### config.mk
export PLATFORM = sky130hd
export DESIGN_NAME = quad_bus_arbiter_flat
export DESIGN_NICKNAME = d
export VERILOG_FILES = /design/src/rtl/quad_bus_arbiter_if.sv /design/src/rtl/quad_bus_arbiter.sv /design/src/flat_wrapper.sv
export SDC_FILE = /design/constraint.sdc
export NUM_CORES = 1
export LEC_CHECK = 0
export BUFFER_PORTS_ARGS = -buffer_cell sky130_fd_sc_hd__buf_2
export CAP_MARGIN = 30
export CELL_PAD_IN_SITES_DETAIL_PLACEMENT = 0
export CELL_PAD_IN_SITES_GLOBAL_PLACEMENT = 2
export CORE_ASPECT_RATIO = 1.25
export CORE_MARGIN = 3
export CORE_UTILIZATION = 28
export DETAILED_ROUTE_END_ITERATION = 16
export GPL_ROUTABILITY_DRIVEN = 0
export PLACE_DENSITY = 0.76
export SYNTH_ARGS = -nofsm -noshare
export SYNTH_HDL_FRONTEND = slang
export SYNTH_SLANG_ARGS = --single-unit
### constraint.sdc
create_clock -name clk -period 2.25 [get_ports clk]
set_input_delay 0.1125 -clock clk [delete_from_list [all_inputs] [get_ports clk]]
set_output_delay 0.1125 -clock clk [all_outputs]
set_load 0.01 [all_outputs]
### src/rtl/quad_bus_arbiter_if.sv
// Bus bundle between four requesting masters and the shared 4:1 mux arbiter.
// master = requester side, slave = arbiter side.
interface quad_bus_arbiter_if #(
  parameter int N = 4
);
  logic [3:0]   req;
  logic [N-1:0] D0;
  logic [N-1:0] D1;
  logic [N-1:0] D2;
  logic [N-1:0] D3;
  logic         A;
  logic         B;
  logic [3:0]   grant;
  logic [N-1:0] Y;
  logic         bus_valid;
  logic         timeout;

  modport master (
    output req, D0, D1, D2, D3,
    input  A, B, grant, Y, bus_valid, timeout
  );

  modport slave (
    input  req, D0, D1, D2, D3,
    output A, B, grant, Y, bus_valid, timeout
  );
endinterface

### src/rtl/quad_bus_arbiter.sv
// Round-robin arbiter for four requesters sharing one N-bit 4:1 mux, with a
// per-tenure hold limit and a registered mux output one cycle behind the select.
module quad_bus_arbiter #(
  parameter int N        = 4,
  parameter int HOLD_MAX = 8
) (
  input  logic                clk,
  input  logic                reset,
  quad_bus_arbiter_if.slave   bus
);

  localparam int             CW        = $clog2(HOLD_MAX);
  localparam logic [CW-1:0]  HOLD_LAST = CW'(HOLD_MAX - 1);

  typedef enum logic {
    IDLE = 1'b0,
    BUSY = 1'b1
  } state_t;

  state_t        state_q,     state_d;
  logic [3:0]    grant_q,     grant_d;
  logic [1:0]    sel_q,       sel_d;
  logic [1:0]    ptr_q,       ptr_d;
  logic [CW-1:0] hold_q,      hold_d;
  logic [N-1:0]  y_q,         y_d;
  logic          bus_valid_q, bus_valid_d;
  logic          timeout_q,   timeout_d;

  logic [1:0]    win;
  logic          take;
  logic [N-1:0]  mux_out;

  // First requester found scanning ptr, ptr+1, ... (mod 4).
  function automatic logic [1:0] rr_pick(input logic [3:0] r, input logic [1:0] p);
    logic [1:0] idx;
    logic [1:0] pick;
    logic       found;
    pick  = p;
    found = 1'b0;
    for (int k = 0; k < 4; k++) begin
      idx = p + 2'(k);
      if (!found && r[idx]) begin
        pick  = idx;
        found = 1'b1;
      end
    end
    return pick;
  endfunction

  always_comb begin
    mux_out = bus.D0;
    case (sel_q)
      2'd0: mux_out = bus.D0;
      2'd1: mux_out = bus.D1;
      2'd2: mux_out = bus.D2;
      2'd3: mux_out = bus.D3;
      default: mux_out = bus.D0;
    endcase
  end

  always_comb begin
    state_d   = state_q;
    grant_d   = grant_q;
    sel_d     = sel_q;
    ptr_d     = ptr_q;
    hold_d    = hold_q;
    timeout_d = 1'b0;
    take      = 1'b0;
    win       = rr_pick(bus.req, ptr_q);

    case (state_q)
      IDLE: begin
        if (|bus.req) take = 1'b1;
      end
      BUSY: begin
        if (bus.req[sel_q]) begin
          if (hold_q != HOLD_LAST) begin
            hold_d = hold_q + CW'(1);
          end else begin
            // ptr already points past the grantee, so it ranks last in the rescan.
            timeout_d = 1'b1;
            take      = 1'b1;
          end
        end else if (|bus.req) begin
          take = 1'b1;
        end else begin
          state_d = IDLE;
          grant_d = 4'b0000;
        end
      end
      default: begin
        state_d = IDLE;
        grant_d = 4'b0000;
      end
    endcase

    if (take) begin
      state_d = BUSY;
      grant_d = 4'b0001 << win;
      sel_d   = win;
      hold_d  = '0;
      ptr_d   = win + 2'd1;
    end

    // Output register samples the select in force this cycle; holds when idle.
    bus_valid_d = (state_q == BUSY);
    y_d         = (state_q == BUSY) ? mux_out : y_q;
  end

  always_ff @(posedge clk) begin
    if (reset) begin
      state_q     <= IDLE;
      grant_q     <= 4'b0000;
      sel_q       <= 2'd0;
      ptr_q       <= 2'd0;
      hold_q      <= '0;
      y_q         <= '0;
      bus_valid_q <= 1'b0;
      timeout_q   <= 1'b0;
    end else begin
      state_q     <= state_d;
      grant_q     <= grant_d;
      sel_q       <= sel_d;
      ptr_q       <= ptr_d;
      hold_q      <= hold_d;
      y_q         <= y_d;
      bus_valid_q <= bus_valid_d;
      timeout_q   <= timeout_d;
    end
  end

  assign bus.grant     = grant_q;
  assign bus.A         = sel_q[0];
  assign bus.B         = sel_q[1];
  assign bus.Y         = y_q;
  assign bus.bus_valid = bus_valid_q;
  assign bus.timeout   = timeout_q;

  a_grant_onehot0: assert property (@(posedge clk) disable iff (reset)
    $onehot0(grant_q));
  a_grant_matches_sel: assert property (@(posedge clk) disable iff (reset)
    (state_q == BUSY) |-> (grant_q == (4'b0001 << sel_q)));
  a_idle_no_grant: assert property (@(posedge clk) disable iff (reset)
    (state_q == IDLE) |-> (grant_q == 4'b0000));

endmodule

### src/flat_wrapper.sv
// flat-port wrapper written by rule: the top's interface ports become plain ports
module quad_bus_arbiter_flat 
#(
  parameter int N        = 4,
  parameter int HOLD_MAX = 8
)
  (clk, reset, bus_req, bus_D0, bus_D1, bus_D2, bus_D3, bus_A, bus_B, bus_grant, bus_Y, bus_bus_valid, bus_timeout);
  quad_bus_arbiter_if #(.N(N)) bus_i ();
  input  logic clk;
  input  logic reset;
  input wire logic [$bits(bus_i.req)-1:0] bus_req;
  input wire logic [$bits(bus_i.D0)-1:0] bus_D0;
  input wire logic [$bits(bus_i.D1)-1:0] bus_D1;
  input wire logic [$bits(bus_i.D2)-1:0] bus_D2;
  input wire logic [$bits(bus_i.D3)-1:0] bus_D3;
  output wire logic [$bits(bus_i.A)-1:0] bus_A;
  output wire logic [$bits(bus_i.B)-1:0] bus_B;
  output wire logic [$bits(bus_i.grant)-1:0] bus_grant;
  output wire logic [$bits(bus_i.Y)-1:0] bus_Y;
  output wire logic [$bits(bus_i.bus_valid)-1:0] bus_bus_valid;
  output wire logic [$bits(bus_i.timeout)-1:0] bus_timeout;
  assign bus_i.req = bus_req;
  assign bus_i.D0 = bus_D0;
  assign bus_i.D1 = bus_D1;
  assign bus_i.D2 = bus_D2;
  assign bus_i.D3 = bus_D3;
  assign bus_A = bus_i.A;
  assign bus_B = bus_i.B;
  assign bus_grant = bus_i.grant;
  assign bus_Y = bus_i.Y;
  assign bus_bus_valid = bus_i.bus_valid;
  assign bus_timeout = bus_i.timeout;
  quad_bus_arbiter #(.N(N), .HOLD_MAX(HOLD_MAX)) u_core (.clk(clk), .reset(reset), .bus(bus_i));
endmodule
==> flow_summary.toml <==
[synthesis]
synthAdderAreaFrac_pct = 2.817
synth_top_cells_by_area = "dfxtp_1 41%, mux4_1 12%, mux2i_1 7.9%, nor2_1 3.8%, a21oi_1 2.8%"
ys_warn_count = 0
synth_xor_area_share_pct = 1.972
muxShareOfSynthArea_pct = 22.25
netlist_instances = 82
netlist_area_um2 = 888.4
synth_compound_area_share_pct = 15.07
yosysTopAreaCell = "dfxtp_1"
avgSynthCellArea_um2 = 10.83
ys_ff_latch = 18
syn_nets = 106
synth_top_area_share_pct = 40.56
yosysUniqueCellTypes = 28
synthSimpleGateAreaFrac_pct = 11.41
synth_top_family_by_area = "multiplexers"
yosysSeqAreaShare_pct = 40.56

[routing]
vias = 769
drtIter0Drc = 11
dr.pass1.iters = 4
routed_wl_um = 1937
detail-route-antenna-nets = 0
routedWlPerCell_um = 12.74
drc_errors = 0
via_per_inst = 5.059

[critical_path]
ff2ff_setup_slack_ps = 380
crit_path_start_kind = "register"
arrival_ps = 2120
required_ps = 2500
reg2reg_to = "u_core.bus.grant[1]"
worst-path-max-fanout = 11
endpoint_kind = "register"
worstSetupPathType = "register to register"
endpoint = "u_core.bus.grant[1]"
rr_worst_depth = 4
worstSetupStartpoint = "u_core.sel_q[0]"
reg2reg_from = "u_core.sel_q[0]"

[place]
dp_slack_ps = 391.6
dp_hpwl_um = 1509
portBuffers = 33
dpl.cell_count = 148

[clock_tree]
hold_buffers = 0
cts_setup_buffers = 0
cts_buffers = 3
cts_tree = "built"
clk_latency_ps = 300
cts.htree.levels = 1
clk_pin_slew_ps = 110
cts_root_buf = "clkbuf_4"
clockBufferDepth = 2
cts_resized = 0
clock_sinks = 18

[timing]
setup_slack_ps = 380.1
fmax_mhz = 534.8
setup_violations = 0
drv_slew = 0
grt_setup_unrepaired = "no"
finalWorstPathRequiredPeriod_ps = 1870
fin_tns_setup_ps = 0
hold_viol = 0
finalCritPeriodShare_pct = 83.11
slew_headroom_pct = 62.69
clock_skew_ps = 11.10
hold_slack_ps = 149.6
tightestPinTransition_ps = 554.5

[power]
p_per_area_nw_per_um2 = 710.9
power_leakage_nw = 0.5294
irDropWorstVdd_uv = 276.7

[worst_hold_path]
hold_class = "input port to register"

[floorplan]
die_w_um = 56.38
num_rows = 22
die_h_um = 68.98
start_util_pct = 29.61
io_pins = 34
die_area_um2 = 3889
core_area_um2 = 3000

[final_layout]
finalNetCount = 141
fillers = 319
n_antenna_cell = 0
final_cells = 152
drive_above_1_share_pct = 35.34
syn_to_final_growth_pct = 25.21
fin_util_pct = 37.07

[global_routing]
antenna_found_initial = 0
grt_max_degree = 15
grt_overflow_total = 0
grt_usage_pct = 10.52
grt_pass1_vias = 714
grt_pass1_wl_um = 3187

[run_status]
status = "finished, final reports clean"

[run]
maxCapViolations = 0
-- worst min-delay path by stage --
stage                              from                    to  cells past startpoint
finish                            reset       u_core.sel_q[0]                      2
global route                 bus_req[2]    u_core.bus_valid_d                      3
CTS                          bus_req[2]    u_core.bus_valid_d                      3
detailed placement           bus_req[2]    u_core.bus_valid_d                      3
global placement    u_core.bus.grant[0]   u_core.bus.grant[0]                      1
floorplan                         reset  u_core.bus.bus_valid                      1
-- flip-flops by register name (all words and copies together) (netlist names) --
signal / cells
u_core.bus.Y: 4
u_core.bus.grant: 4
u_core.hold_q: 3
u_core.ptr_q: 2
u_core.sel_q: 2
u_core.bus.bus_valid: 1
u_core.bus.timeout: 1
u_core.bus_valid_d: 1
-- stage by stage --
step / instance area, um^2 / total power (W)
4_1_cts: 1112 / 0.0008028
5_1_grt: 1112 / 0.0008418
2_1_floorplan: 888.4 / 0.0005364
6_report: 1112 / 0.0007908
3_5_place_dp: 1076 / 0.0006023
3_3_place_gp: 1076 / 0.0005974
-- cells in the mapped netlist --
library cell   n
a311oi_1       1
ha_1           2
nor3_1         3
clkbuf_1       2
o22a_1         1
nor2_1         9
and3_1         1
and2_4         1
a22o_1         2
o21ai_0        2
nor2b_1        2
a21oi_1        5
mux2i_1        7
mux4_1         4
nand3_1        1
buf_6          2
nor3b_1        1
nor4_1         1
nand2b_1       1
o22ai_1        1
a31oi_2        1
xor2_1         2
o221ai_1       2
a211oi_1       1
dfxtp_1       18
inv_1          6
a32o_1         2
mux4_2         1
-- cells in the final DEF, fill, tap and decap left out, types with 2 or more instances in the layout --
cell and instances:
ha_1 2, clkbuf_4 3, o221ai_1 2, a32o_1 2, mux4_1 4, nor3_1 3
o21ai_0 2, xor2_1 2, a22o_1 2, nor2_1 9, nor2b_1 2, mux2i_1 7
a21oi_1 5, dfxtp_1 18, buf_2 33, inv_1 6
-- routing by layer --
| layer | track usage [%] | part of all wire [%] |
|---|---|---|
| met5 | 0 | 0 |
| met4 | 2.671 | 0.88 |
| met3 | 2.607 | 7.6 |
| met2 | 20.47 | 50 |
| met1 | 11.43 | 42 |
-- critical path, cell delays in order, from the launching register on --
cell	delay [ps]
dfxtp_1	370
mux4_2	540
a31oi_2	510
and2_4	260
a32o_1	150
-- area by class of cell --
cell class	instances	area (um^2)	share of cell area (%)
Clock buffer	4	36.28	3.262
Inverter	6	22.52	2.025
Multi-Input combinational cell	54	475.5	42.74
Sequential cell	18	360.3	32.40
Tap cell	36	45.04	4.049
Timing Repair Buffer	34	172.7	15.52
-- cell families (layout without fill, tap and decap cells) --
kind of cell | count (synthesis) | after routing
flip-flops | 18 | 18
multiplexers | 12 | 12
buffers and inverters | 10 | 44
AND/OR/NAND/NOR | 20 | 20
AO/OA/AOI/OAI | 18 | 18
adder cells (fa/ha/maj) | 2 | 2
XOR/XNOR | 2 | 2
-- power by group --
group	switching (W)	internal, W	leakage [nW]
Combinational	0.000101	0.000109	0.360
Clock	0.000101	0.0000986	0.0210
Sequential	0.0000287	0.000352	0.148
No activity file was read; power rests on OpenSTA's default activity.
